[config.mk]
export PLATFORM = sky130hd
export DESIGN_NAME = muldiv_unit_flat
export DESIGN_NICKNAME = d
export VERILOG_FILES = /design/src/rtl/muldiv_pkg.sv /design/src/rtl/muldiv_if.sv /design/src/rtl/muldiv_iter_core.sv /design/src/rtl/muldiv_unit.sv /design/src/flat_wrapper.sv
export SDC_FILE = /design/constraint.sdc
export NUM_CORES = 1
export LEC_CHECK = 0
export ABC_AREA = 1
export CAP_MARGIN = 25
export CORE_UTILIZATION = 40
export DETAILED_ROUTE_END_ITERATION = 8
export GPL_ROUTABILITY_DRIVEN = 0
export SYNTH_ARGS = -nofsm -noshare
export SYNTH_HDL_FRONTEND = slang
export SYNTH_SLANG_ARGS = --single-unit
[constraint.sdc]
create_clock -name clk -period 2.7 [get_ports clk]
set_input_delay 0.81 -clock clk [delete_from_list [all_inputs] [get_ports clk]]
set_output_delay 0.81 -clock clk [all_outputs]
set_load 0.1 [all_outputs]
[src/rtl/muldiv_pkg.sv]
// Shared types and constants for the HI/LO multiply/divide unit.
package muldiv_pkg;

    localparam int MULDIV_WIDTH        = 32;
    localparam int MULDIV_LATENCY_ITER = 33;
    localparam int MULDIV_LATENCY_FAST = 1;
    localparam logic [31:0] MULDIV_DIV0_LO = 32'hFFFF_FFFF;

    typedef enum logic [2:0] {
        OP_NONE  = 3'b000,
        OP_MULT  = 3'b001,
        OP_MULTU = 3'b010,
        OP_DIV   = 3'b011,
        OP_DIVU  = 3'b100,
        OP_MTHI  = 3'b101,
        OP_MTLO  = 3'b110,
        OP_RSVD  = 3'b111
    } muldiv_op_t;

    typedef enum logic [1:0] {
        ST_IDLE = 2'b00,
        ST_CALC = 2'b01,
        ST_FIX  = 2'b10
    } muldiv_state_t;

    function automatic logic f_is_mul(input muldiv_op_t op);
        return (op == OP_MULT) || (op == OP_MULTU);
    endfunction

    function automatic logic f_is_div(input muldiv_op_t op);
        return (op == OP_DIV) || (op == OP_DIVU);
    endfunction

    function automatic logic f_is_signed(input muldiv_op_t op);
        return (op == OP_MULT) || (op == OP_DIV);
    endfunction

endpackage

[src/rtl/muldiv_if.sv]
// Request/response bundle between the execute stage and the multiply/divide unit.
interface muldiv_if #(parameter int WIDTH = muldiv_pkg::MULDIV_WIDTH);
    import muldiv_pkg::*;

    logic             op_valid;
    logic             op_ready;
    muldiv_op_t       op;
    logic [WIDTH-1:0] a;
    logic [WIDTH-1:0] b;
    logic             busy;
    logic             done;
    logic [WIDTH-1:0] hi;
    logic [WIDTH-1:0] lo;

    modport master (
        output op_valid, op, a, b,
        input  op_ready, busy, done, hi, lo
    );

    modport slave (
        input  op_valid, op, a, b,
        output op_ready, busy, done, hi, lo
    );

endinterface

[src/rtl/muldiv_iter_core.sv]
// One-bit-per-cycle datapath: shift-add multiply and restoring shift-subtract divide
// on unsigned magnitudes, plus the iteration counter.
module muldiv_iter_core #(
    parameter int WIDTH = 32,
    parameter int ITER  = WIDTH
) (
    input  logic                 clk,
    input  logic                 rst_n,
    input  logic                 i_start,
    input  logic                 i_step,
    input  logic                 i_is_div,
    input  logic [WIDTH-1:0]     i_opa,
    input  logic [WIDTH-1:0]     i_opb,
    output logic                 o_last,
    output logic [2*WIDTH-1:0]   o_prod,
    output logic [WIDTH-1:0]     o_quot,
    output logic [WIDTH-1:0]     o_rem
);
    localparam int CW = $clog2(ITER + 1);

    logic [2*WIDTH-1:0] r_acc;
    logic [WIDTH:0]     r_rem;
    logic [WIDTH-1:0]   r_addend;
    logic               r_is_div;
    logic [CW-1:0]      r_cnt;

    logic [WIDTH:0]     w_mul_sum;
    logic [WIDTH:0]     w_trial;
    logic [WIDTH:0]     w_diff;

    // Multiplier lives in r_acc low half, multiplicand in r_addend.
    // Dividend/quotient shares r_acc low half, divisor in r_addend.
    assign w_mul_sum = {1'b0, r_acc[2*WIDTH-1:WIDTH]}
                     + (r_acc[0] ? {1'b0, r_addend} : {(WIDTH+1){1'b0}});
    assign w_trial   = {r_rem[WIDTH-1:0], r_acc[WIDTH-1]};
    assign w_diff    = w_trial - {1'b0, r_addend};

    // Load operands on start, otherwise advance one iteration per step.
    always_ff @(posedge clk or negedge rst_n) begin
        if (!rst_n) begin
            r_acc    <= {(2*WIDTH){1'b0}};
            r_rem    <= {(WIDTH+1){1'b0}};
            r_addend <= {WIDTH{1'b0}};
            r_is_div <= 1'b0;
            r_cnt    <= {CW{1'b0}};
        end else if (i_start) begin
            r_is_div <= i_is_div;
            r_addend <= i_is_div ? i_opb : i_opa;
            r_acc    <= {{WIDTH{1'b0}}, (i_is_div ? i_opa : i_opb)};
            r_rem    <= {(WIDTH+1){1'b0}};
            r_cnt    <= {CW{1'b0}};
        end else if (i_step) begin
            r_cnt <= r_cnt + {{(CW-1){1'b0}}, 1'b1};
            if (r_is_div) begin
                if (!w_diff[WIDTH]) begin
                    r_rem              <= w_diff;
                    r_acc[WIDTH-1:0]   <= {r_acc[WIDTH-2:0], 1'b1};
                end else begin
                    r_rem              <= w_trial;
                    r_acc[WIDTH-1:0]   <= {r_acc[WIDTH-2:0], 1'b0};
                end
            end else begin
                r_acc <= {w_mul_sum, r_acc[WIDTH-1:1]};
            end
        end else begin
            r_acc <= r_acc;
        end
    end

    assign o_last = (r_cnt == CW'(ITER - 1));
    assign o_prod = r_acc;
    assign o_quot = r_acc[WIDTH-1:0];
    assign o_rem  = r_rem[WIDTH-1:0];

endmodule

[src/rtl/muldiv_unit.sv]
// HI/LO owner for the MIPS execute stage: MULT/MULTU/DIV/DIVU/MTHI/MTLO via valid/ready.
// Define MULDIV_FAST_MUL_EN for a single-cycle multiplier; divide stays iterative.
module muldiv_unit
    import muldiv_pkg::*;
#(
    parameter int WIDTH = MULDIV_WIDTH,
    parameter int ITER  = WIDTH
) (
    input  logic     clk,
    input  logic     reset_n,
    muldiv_if.slave  bus
);

    muldiv_state_t      r_state;
    muldiv_state_t      w_next_state;
    muldiv_op_t         r_op;
    logic [WIDTH-1:0]   r_a;
    logic [WIDTH-1:0]   r_b;
    logic               r_signed;
    logic               r_neg_q;
    logic               r_neg_r;
    logic [WIDTH-1:0]   r_hi;
    logic [WIDTH-1:0]   r_lo;
    logic               r_done;
    logic               r_busy;

    logic               w_accept;
    logic               w_in_mul;
    logic               w_in_div;
    logic               w_in_signed;
    logic               w_core_start;
    logic               w_core_step;
    logic               w_core_last;
    logic [WIDTH-1:0]   w_mag_a;
    logic [WIDTH-1:0]   w_mag_b;
    logic [2*WIDTH-1:0] w_core_prod;
    logic [WIDTH-1:0]   w_core_quot;
    logic [WIDTH-1:0]   w_core_rem;
    logic [2*WIDTH-1:0] w_fast_prod;
    logic [2*WIDTH-1:0] w_prod_mag;
    logic [2*WIDTH-1:0] w_prod;
    logic [WIDTH-1:0]   w_res_hi;
    logic [WIDTH-1:0]   w_res_lo;

    localparam logic [WIDTH-1:0] ONE     = {{(WIDTH-1){1'b0}}, 1'b1};
    localparam logic [WIDTH-1:0] ZERO    = {WIDTH{1'b0}};
    localparam logic [WIDTH-1:0] ALL1    = {WIDTH{1'b1}};
    localparam logic [WIDTH-1:0] MOST_NEG = {1'b1, {(WIDTH-1){1'b0}}};

    function automatic logic [WIDTH-1:0] f_mag(input logic [WIDTH-1:0] v, input logic sgn);
        return (sgn && v[WIDTH-1]) ? (~v + ONE) : v;
    endfunction

`ifdef MULDIV_FAST_MUL_EN
    localparam logic FAST_MUL = 1'b1;
    assign w_fast_prod = {{WIDTH{1'b0}}, f_mag(r_a, r_signed)}
                       * {{WIDTH{1'b0}}, f_mag(r_b, r_signed)};
`else
    localparam logic FAST_MUL = 1'b0;
    assign w_fast_prod = {(2*WIDTH){1'b0}};
`endif

    assign w_accept    = bus.op_valid && (r_state == ST_IDLE);
    assign w_in_mul    = f_is_mul(bus.op);
    assign w_in_div    = f_is_div(bus.op);
    assign w_in_signed = f_is_signed(bus.op);
    assign w_mag_a     = f_mag(bus.a, w_in_signed);
    assign w_mag_b     = f_mag(bus.b, w_in_signed);

    muldiv_iter_core #(.WIDTH(WIDTH), .ITER(ITER)) u_core (
        .clk      (clk),
        .rst_n    (reset_n),
        .i_start  (w_core_start),
        .i_step   (w_core_step),
        .i_is_div (w_in_div),
        .i_opa    (w_mag_a),
        .i_opb    (w_mag_b),
        .o_last   (w_core_last),
        .o_prod   (w_core_prod),
        .o_quot   (w_core_quot),
        .o_rem    (w_core_rem)
    );

    // State register.
    always_ff @(posedge clk or negedge reset_n) begin
        if (!reset_n) begin
            r_state <= ST_IDLE;
        end else begin
            r_state <= w_next_state;
        end
    end

    // Next-state and core control.
    always_comb begin
        w_next_state = r_state;
        w_core_start = 1'b0;
        w_core_step  = 1'b0;
        case (r_state)
            ST_IDLE: begin
                if (w_accept && (w_in_mul || w_in_div)) begin
                    w_core_start = 1'b1;
                    if (FAST_MUL && w_in_mul) begin
                        w_next_state = ST_FIX;
                    end else begin
                        w_next_state = ST_CALC;
                    end
                end else begin
                    w_next_state = ST_IDLE;
                end
            end
            ST_CALC: begin
                w_core_step = 1'b1;
                if (w_core_last) begin
                    w_next_state = ST_FIX;
                end else begin
                    w_next_state = ST_CALC;
                end
            end
            ST_FIX:  w_next_state = ST_IDLE;
            default: w_next_state = ST_IDLE;
        endcase
    end

    // Sign fix-up and divide special cases applied in the FIX cycle.
    always_comb begin
        w_prod_mag = (FAST_MUL && f_is_mul(r_op)) ? w_fast_prod : w_core_prod;
        w_prod     = r_neg_q ? (~w_prod_mag + {{WIDTH{1'b0}}, ONE}) : w_prod_mag;
        w_res_hi   = r_hi;
        w_res_lo   = r_lo;
        if (f_is_mul(r_op)) begin
            w_res_hi = w_prod[2*WIDTH-1:WIDTH];
            w_res_lo = w_prod[WIDTH-1:0];
        end else if (r_b == ZERO) begin
            w_res_hi = r_a;
            w_res_lo = ALL1;
        end else if ((r_op == OP_DIV) && (r_a == MOST_NEG) && (r_b == ALL1)) begin
            w_res_hi = ZERO;
            w_res_lo = MOST_NEG;
        end else begin
            w_res_hi = r_neg_r ? (~w_core_rem + ONE) : w_core_rem;
            w_res_lo = r_neg_q ? (~w_core_quot + ONE) : w_core_quot;
        end
    end

    // Latch the accepted request.
    always_ff @(posedge clk or negedge reset_n) begin
        if (!reset_n) begin
            r_op     <= OP_NONE;
            r_a      <= ZERO;
            r_b      <= ZERO;
            r_signed <= 1'b0;
            r_neg_q  <= 1'b0;
            r_neg_r  <= 1'b0;
        end else if (w_accept) begin
            r_op     <= bus.op;
            r_a      <= bus.a;
            r_b      <= bus.b;
            r_signed <= w_in_signed;
            r_neg_q  <= w_in_signed && (bus.a[WIDTH-1] ^ bus.b[WIDTH-1]);
            r_neg_r  <= w_in_signed && bus.a[WIDTH-1];
        end else begin
            r_op     <= r_op;
        end
    end

    // Architectural HI/LO: updated only by FIX or a move.
    always_ff @(posedge clk or negedge reset_n) begin
        if (!reset_n) begin
            r_hi <= ZERO;
            r_lo <= ZERO;
        end else if (r_state == ST_FIX) begin
            r_hi <= w_res_hi;
            r_lo <= w_res_lo;
        end else if (w_accept && (bus.op == OP_MTHI)) begin
            r_hi <= bus.a;
        end else if (w_accept && (bus.op == OP_MTLO)) begin
            r_lo <= bus.a;
        end else begin
            r_hi <= r_hi;
        end
    end

    // busy covers CALC and the FIX that follows it; done marks first visible cycle.
    always_ff @(posedge clk or negedge reset_n) begin
        if (!reset_n) begin
            r_busy <= 1'b0;
            r_done <= 1'b0;
        end else begin
            r_busy <= (w_next_state == ST_CALC)
                   || ((w_next_state == ST_FIX) && (r_state == ST_CALC));
            r_done <= (r_state == ST_FIX);
        end
    end

    assign bus.op_ready = (r_state == ST_IDLE);
    assign bus.busy     = r_busy;
    assign bus.done     = r_done;
    assign bus.hi       = r_hi;
    assign bus.lo       = r_lo;

endmodule

[src/flat_wrapper.sv]
// flat-port wrapper written by rule: the top's interface ports become plain ports
module muldiv_unit_flat import muldiv_pkg::*;
#(
    parameter int WIDTH = MULDIV_WIDTH,
    parameter int ITER  = WIDTH
)
  (clk, reset_n, bus_op_valid, bus_op, bus_a, bus_b, bus_op_ready, bus_busy, bus_done, bus_hi, bus_lo);
  muldiv_if #(.WIDTH(WIDTH)) bus_i ();
  input  logic clk;
  input  logic reset_n;
  input wire logic [$bits(bus_i.op_valid)-1:0] bus_op_valid;
  input wire logic [$bits(bus_i.op)-1:0] bus_op;
  input wire logic [$bits(bus_i.a)-1:0] bus_a;
  input wire logic [$bits(bus_i.b)-1:0] bus_b;
  output wire logic [$bits(bus_i.op_ready)-1:0] bus_op_ready;
  output wire logic [$bits(bus_i.busy)-1:0] bus_busy;
  output wire logic [$bits(bus_i.done)-1:0] bus_done;
  output wire logic [$bits(bus_i.hi)-1:0] bus_hi;
  output wire logic [$bits(bus_i.lo)-1:0] bus_lo;
  assign bus_i.op_valid = bus_op_valid;
  assign bus_i.op = bus_op;
  assign bus_i.a = bus_a;
  assign bus_i.b = bus_b;
  assign bus_op_ready = bus_i.op_ready;
  assign bus_busy = bus_i.busy;
  assign bus_done = bus_i.done;
  assign bus_hi = bus_i.hi;
  assign bus_lo = bus_i.lo;
  muldiv_unit #(.WIDTH(WIDTH), .ITER(ITER)) u_core (.clk(clk), .reset_n(reset_n), .bus(bus_i));
endmodule
==> metrics.yaml, run 1 <==
timing:
  tns_ps: 0
  fmax_mhz: 385.1
  setup_viol: 0
  hold_violations: 0
  period_minus_slack_ps: 2597
  slew_violations: 0
  whs_ps: 172.4
  rsz0062_at_grt: "yes"
  tightest_slew_ps: 778.6
  max-slew-margin-rel: 0.4809
  period_share: 0.9618
  fin_worst_skew_ps: 39.69
routing:
  first_pass_iters: 7
  drt-initial-drc-count: 3341
  top_layer_used: "met5"
  wl_met2_um: 42400
  wl_met1_um: 43350
  met3_length_um: 10670
  vias: 26850
  drtAntennaViolNets: 0
  routed_via_density: 5.494
  routed_wirelength_um: 102700
  wl_per_cell_um: 21.01
  drcViolationCount: 0
yosys:
  ys_seq_area_frac: 0.2957
  synth-seq-cells: 272
  synthesis.area_um2: 23010
  synth_top_area_frac: 0.2957
  ys_top_cells_by_area: "dfrtp_1 (30%), nand2_1 (20%), nand3_1 (8.2%), inv_1 (7.2%), nor2_1 (6.3%)"
  synth_common_cells: "nand2_1 (1224), inv_1 (443), nor2_1 (385)"
  synth_edf_count: 0
  netlist_instances: 3708
  synthFlopType: "dfrtp_1"
  synth_area_leader_cell: "dfrtp_1"
  ys.warnings.count: 0
  syn_nets: 3849
  async_flop_share: 1.000
  syn_avg_cell_area_um2: 6.207
  synth_most_common_cell: "nand2_1"
  synth_cell_type_count: 58
cells_and_area:
  drive_gt1_frac: 0.1438
  final_area_um2: 28790
  final_nets: 4251
  num_antenna_cells: 0
  finalNonFillerCells: 4887
  fillers: 5904
  syn2layout_area_growth_pct: 25.10
die:
  core_um2: 56600
  dieArea_um2: 58500
  ios: 137
  die_x_um: 241.9
  die_y_um: 241.9
  initial_utilization: 0.4066
  num_rows: 87
power:
  peakVddDrop_v: 0.0007465
  p_per_area_nw_per_um2: 1195
  p_leak_nw: 14.97
worst_setup_path:
  cp.arrival_ps: 3040
  r2r-end: "u_core.bus.hi[16]"
  rr_worst_depth: 14
  crit_type: "reg -> reg"
  critPathRequiredTime_ps: 3140
  endpoint: "u_core.bus.hi[16]"
  r2r_slack_ps: 100
  crit_path_start: "u_core.u_core.o_prod[0]"
  startpoint_type: "flop"
  critPathCaptureType: "flop"
  regToRegStartpoint: "u_core.u_core.o_prod[0]"
  worstPathMaxFanout: 4
placement:
  placed_cell_area_um2: 27480
  dp_cells: 4826
  port_buffers: 136
  hpwl_um: 84130
clock_tree:
  clk_latency_ps: 570
  cts_buffers: 35
  cts_buffer_depth: 3
  cts_root_buffer: "clkbuf_16"
  cts-hold-fix-buffers: 0
  cts.clk_slew.worst_paths_ps: 60
  tritoncts: "yes"
  cts.htree.levels: 2
  clock_sinks: 272
run_status:
  outcome: "complete, no violations"
grt:
  antenna_found_initial: 6
  grt_pass1_vias: 24333
  overflow: 0
  grt_start_max_net_pins: 128
  grt_pass1_wl_um: 150900
  grt_util_all_layers: 0.3417
flow_run:
  drv_cap: 0
hold_path:
  worstHoldPathType: "in -> async"
[critical path, cell delays in order (launching register included)]
cell	delay, ps
dfrtp_2	460
buf_4	170
inv_2	60
ha_1	210
nand2_1	110
nor2_1	260
nand3_1	150
nand2_1	140
nand2_1	130
a21oi_1	190
nand3_1	90
nand3_1	270
nand2_1	130
nand2_1	80
nand2_1	40
[kinds of logic (layout without fill, tap and decap cells)]
kind of cell	after synthesis	in the layout	synth area share
buffers and inverters	587	1008	0.1027
AND/OR/NAND/NOR	2142	2144	0.3902
XOR/XNOR	86	86	0.03273
adder cells (fa/ha/maj)	71	71	0.03925
flip-flops	272	272	0.2957
AO/OA/AOI/OAI	550	550	0.1393
[layer usage]
metal	GRT usage	vias up
li1	-	12785
met1	0.4715	12378
met2	0.4978	1376
met3	0.07758	303
met4	0.1737	8
met5	0	-
[area by class of cell]
cell class	instances	area (µm²)	share of cell area
tap	756	945.9	0.03285
clock inverter	12	145.1	0.005041
timing repair buffer	489	4151	0.1442
inverter	461	1733	0.06019
clock buffer	46	967.2	0.03359
sequential	272	6810	0.2365
multi-input combinational	2851	14040	0.4876
[sequential cells by signal (all words and copies together) (netlist names)]
name,flops
u_core.r_neg_r,1
u_core.r_neg_q,1
u_core.bus.hi,32
u_core.u_core.r_rem,32
u_core.r_op,3
u_core.u_core.r_cnt,6
u_core.r_b,32
u_core.u_core.r_addend,32
u_core.bus.busy,1
u_core.r_a,32
u_core.r_state,2
u_core.bus.lo,32
u_core.u_core.o_prod,64
u_core.u_core.r_is_div,1
u_core.bus.done,1
[per-stage QoR]
step | power, mW | setup WS, ps | utilization
floorplan | 20.47 | 111.7 | -
global placement | 28.71 | -215.6 | 0.4855
detailed placement | 28.77 | -233.2 | 0.4855
CTS | 33.57 | 8.098 | 0.5055
global route | 36.21 | -26.28 | 0.5086
finish | 34.40 | 103.2 | 0.5086
[cell usage in the layout, fill, tap and decap left out, types with 5 or more instances in the layout]
| cell | Yosys | routed |
|---|---|---|
| a22oi_1 | 11 | 11 |
| buf_4 | 11 | 394 |
| nor3_1 | 29 | 27 |
| clkbuf_16 | 0 | 35 |
| o221ai_1 | 15 | 15 |
| a31oi_1 | 16 | 16 |
| ha_1 | 69 | 63 |
| o211ai_1 | 55 | 55 |
| nand3b_1 | 12 | 12 |
| xor2_1 | 69 | 69 |
| o21ai_1 | 14 | 18 |
| nand2_1 | 1224 | 1215 |
| clkbuf_1 | 53 | 6 |
| o21ai_2 | 4 | 5 |
| nand2_4 | 6 | 7 |
| clkbuf_8 | 0 | 5 |
| nor2_1 | 385 | 381 |
| o21bai_1 | 18 | 18 |
| o22ai_1 | 11 | 11 |
| nand4_1 | 48 | 48 |
| dfrtp_1 | 272 | 269 |
| or2_2 | 10 | 10 |
| a21oi_1 | 132 | 128 |
| buf_12 | 0 | 23 |
| nand3_1 | 375 | 370 |
| inv_1 | 443 | 442 |
| nand3_2 | 3 | 8 |
| o21ai_0 | 229 | 223 |
| clkinv_2 | 0 | 6 |
| clkdlybuf4s50_1 | 0 | 68 |
| nand2_2 | 17 | 25 |
| o31ai_1 | 12 | 12 |
| nor2_2 | 13 | 16 |
| xnor2_1 | 17 | 17 |
| a21oi_2 | 1 | 5 |
| a21o_1 | 13 | 13 |
| inv_2 | 16 | 17 |
[report_power, final]
part | internal [mW] | switching (mW)
logic | 6.82 | 14.7
clock network | 2.80 | 1.91
registers | 5.79 | 2.34
[what timing repair did]
| action | in CTS | in global routing |
|---|---|---|
| pin swaps | 0 | 3 |
| resized for setup | 4 | 43 |
| setup endpoints to repair | 10 | 62 |
| gates cloned | 0 | 2 |
| buffers inserted | 0 | 1 |
[worst min-delay path by stage]
stage | endpoint | slack, ps | from | cells after the start
2_1_floorplan | u_core.r_a[1] | 450 | u_core.r_a[1] | 2
3_3_place_gp | u_core.u_core.r_cnt[4] | 470 | u_core.u_core.r_cnt[4] | 1
3_5_place_dp | u_core.r_a[1] | 480 | u_core.r_a[1] | 2
4_1_cts | u_core.u_core.o_prod[50] | 180 | reset_n | 1
5_1_grt | u_core.u_core.o_prod[52] | 190 | reset_n | 1
6_report | u_core.u_core.o_prod[62] | 170 | reset_n | 1
Note: power is estimated with default switching activity, not from simulation.
==> run 2: changes to the inputs <==
--- a/config.mk
+++ b/config.mk
@@ -10,6 +10,7 @@
 export CORE_UTILIZATION = 40
 export DETAILED_ROUTE_END_ITERATION = 8
 export GPL_ROUTABILITY_DRIVEN = 0
+export SKIP_CTS_REPAIR_TIMING = 1
 export SYNTH_ARGS = -nofsm -noshare
 export SYNTH_HDL_FRONTEND = slang
 export SYNTH_SLANG_ARGS = --single-unit
==> constraint.sdc (replaced) <==
create_clock -name clk -period 2.2 [get_ports clk]
set_input_delay 0.66 -clock clk [delete_from_list [all_inputs] [get_ports clk]]
set_output_delay 0.66 -clock clk [all_outputs]
set_load 0.1 [all_outputs]
==> run 2 against run 1 <==
The flow now finishes with violations (negative hold slack, negative setup slack). Clock-buffer cell count increased by 2. Critical path depth increased by 4. Routed wire length increased by 8.4%. Via count increased by 9.8%. Critical path type unchanged. Maximum frequency increased by 6.4%. Largest power group unchanged. Sequential share of layout area decreased by 4.2 points. Utilization increased by 11 points. Critical endpoint is now u_core.u_core.r_rem[31].
==> metrics.yaml, run 2 (synthesis results as in run 1) <==
worst_setup_path:
  critPathRequiredTime_ps: 2670  # was 3140 ps
  cp.arrival_ps: 2910  # was 3040 ps
  worstPathMaxFanout: 5  # was 4
  endpoint: "u_core.u_core.r_rem[31]"  # was u_core.bus.hi[16]
  startpoint_type: "flop"  # unchanged
  crit_type: "reg -> reg"  # unchanged
  r2r_slack_ps: -240  # was 100 ps
  regToRegStartpoint: "u_core.u_core.o_prod[31]"  # was u_core.u_core.o_prod[0]
  r2r-end: "u_core.u_core.r_rem[31]"  # was u_core.bus.hi[16]
  critPathCaptureType: "flop"  # unchanged
  crit_path_start: "u_core.u_core.o_prod[31]"  # was u_core.u_core.o_prod[0]
  rr_worst_depth: 18  # was 14
routing:
  drcViolationCount: 0  # unchanged
  first_pass_iters: 6  # was 7
  drt-initial-drc-count: 3425  # was 3341
  routed_wirelength_um: 111300  # was 102700 µm
  wl_per_cell_um: 20.80  # was 21.01 µm
  vias: 29482  # was 26850
  routed_via_density: 5.508  # was 5.494
  drtAntennaViolNets: 0  # unchanged
cells_and_area:
  layout_commonest_cell: "nand2_1"  # unchanged
  final_nets: 4715  # was 4251
  drive_gt1_frac: 0.3150  # was 0.1438
  num_antenna_cells: 0  # unchanged
  layout_common_cells: "nand2_1 (1105), buf_4 (771), inv_1 (410)"  # was nand2_1 (1215), inv_1 (442), buf_4 (394)
  largest_reg_flops: 64  # unchanged
  syn2layout_area_growth_pct: 52.65  # was 25.10%
power:
  p_per_area_nw_per_um2: 1506  # was 1195 nW/µm²
  peakVddDrop_v: 0.001166  # was 0.0007465 V
  p_leak_nw: 18.08  # was 14.97 nW
timing:
  tightest_slew_ps: 838.7  # was 778.6 ps
  rsz0062_at_grt: "yes"  # unchanged
  period_minus_slack_ps: 2440  # was 2597 ps
  slew_violations: 0  # unchanged
  finalWorstSetupSlack_ps: -240.4  # was 103.2 ps
  hold_violations: 15  # was 0
  fmax_mhz: 409.8  # was 385.1 MHz
  max-slew-margin-rel: 0.4350  # was 0.4809
  period_share: 1.109  # was 0.9618
  fin_worst_skew_ps: 32.33  # was 39.69 ps
  setup_viol: 70  # was 0
  whs_ps: -11.35  # was 172.4 ps
hold_path:
  worstHoldPathType: "in -> async"  # unchanged
grt:
  overflow: 0  # unchanged
  grt_pass1_wl_um: 159300  # was 150900 µm
  grt_pass1_vias: 26633  # was 24333
  antenna_found_initial: 4  # was 6
  grt_start_max_net_pins: 71  # was 128
  grt_util_all_layers: 0.3580  # was 0.3417
die:
  core_um2: 56600  # unchanged
  dieArea_um2: 58500  # unchanged
  initial_utilization: 0.4066  # unchanged
  die_y_um: 241.9  # unchanged
  die_x_um: 241.9  # unchanged
  ios: 137  # unchanged
  num_rows: 87  # unchanged
clock_tree:
  clock_sinks: 272  # unchanged
  clk_latency_ps: 580  # was 570 ps
  cts.clk_slew.worst_paths_ps: 60  # about the same
  cts_buffer_depth: 3  # unchanged
  cts_buffers: 34  # was 35
  tritoncts: "yes"  # unchanged
  cts_root_buffer: "clkbuf_16"  # unchanged
  cts.htree.levels: 2  # unchanged
placement:
  port_buffers: 136  # unchanged
  hpwl_um: 87830  # was 84130 µm
  dp_slack_ps: -644.8  # was -233.2 ps
run_status:
  outcome: "finished with violations"  # was complete, no violations
  violations: "negative hold slack, negative setup slack"
flow_run:
  drv_cap: 0  # unchanged
-- run 2: worst max-delay path: stages, from the launching register on --
cell	delay, ps
dfrtp_1	420
inv_2	80
ha_4	170
fa_2	370
inv_2	90
nand2_4	50
o21ai_4	170
nand2_2	70
nand2_2	80
nand2_2	60
nand2_4	80
nand2_4	80
nand2_4	80
nand2_4	70
nand2_8	100
buf_4	150
nand2_1	70
nand3_1	70
nand2_1	50
-- run 2: worst min-delay path by stage --
stage          cells after the start  slack (ps)                       to
6_report                           1         -10  u_core.u_core.r_rem[10]
5_1_grt                            1          10  u_core.u_core.r_rem[10]
4_1_cts                            1          -9  u_core.u_core.r_rem[11]
3_5_place_dp                       2         470           u_core.r_op[2]
3_3_place_gp                       1         470   u_core.u_core.r_cnt[4]
2_1_floorplan                      0         360          u_core.bus.busy
-- run 2: final cells by class --
type	count	area [µm²]
fillers	5169	21470
multi-input cells	2850	15940
repair buffers	955	8547
flip-flops and latches	272	6829
inverters	461	1777
clock buffers	48	954.7
well taps	756	945.9
clock inverters	11	137.6
-- run 2: power breakdown --
| group | internal [mW] | switching (mW) |
|---|---|---|
| registers | 7.14 | 2.89 |
| logic | 15.1 | 22.1 |
| clock network | 3.29 | 2.46 |
-- run 2: per-layer routing --
metal  vias up  share of wire  routed length (µm)  GRT usage
met2      1683           0.42               47020     0.5284
li1      13711              -                   -          -
met5         -       0.000036                   4          0
met3       366           0.11               12490    0.07925
met4         2          0.065                7225     0.1919
met1     13720           0.40               44570     0.4858
-- run 2: through the flow --
stage,instance area [µm²],setup TNS [ps],power (mW),instances,util
after floorplan,23070,-268.9,25.22,3708,-
after global placement,31270,-79860,40.78,5236,0.5525
after detailed placement,31300,-77010,41.08,5237,0.5530
after CTS,32390,-24360,46.94,5296,0.5723
after global routing,35130,-16600,55.27,5353,0.6206
final,35130,-10310,52.92,5353,0.6206
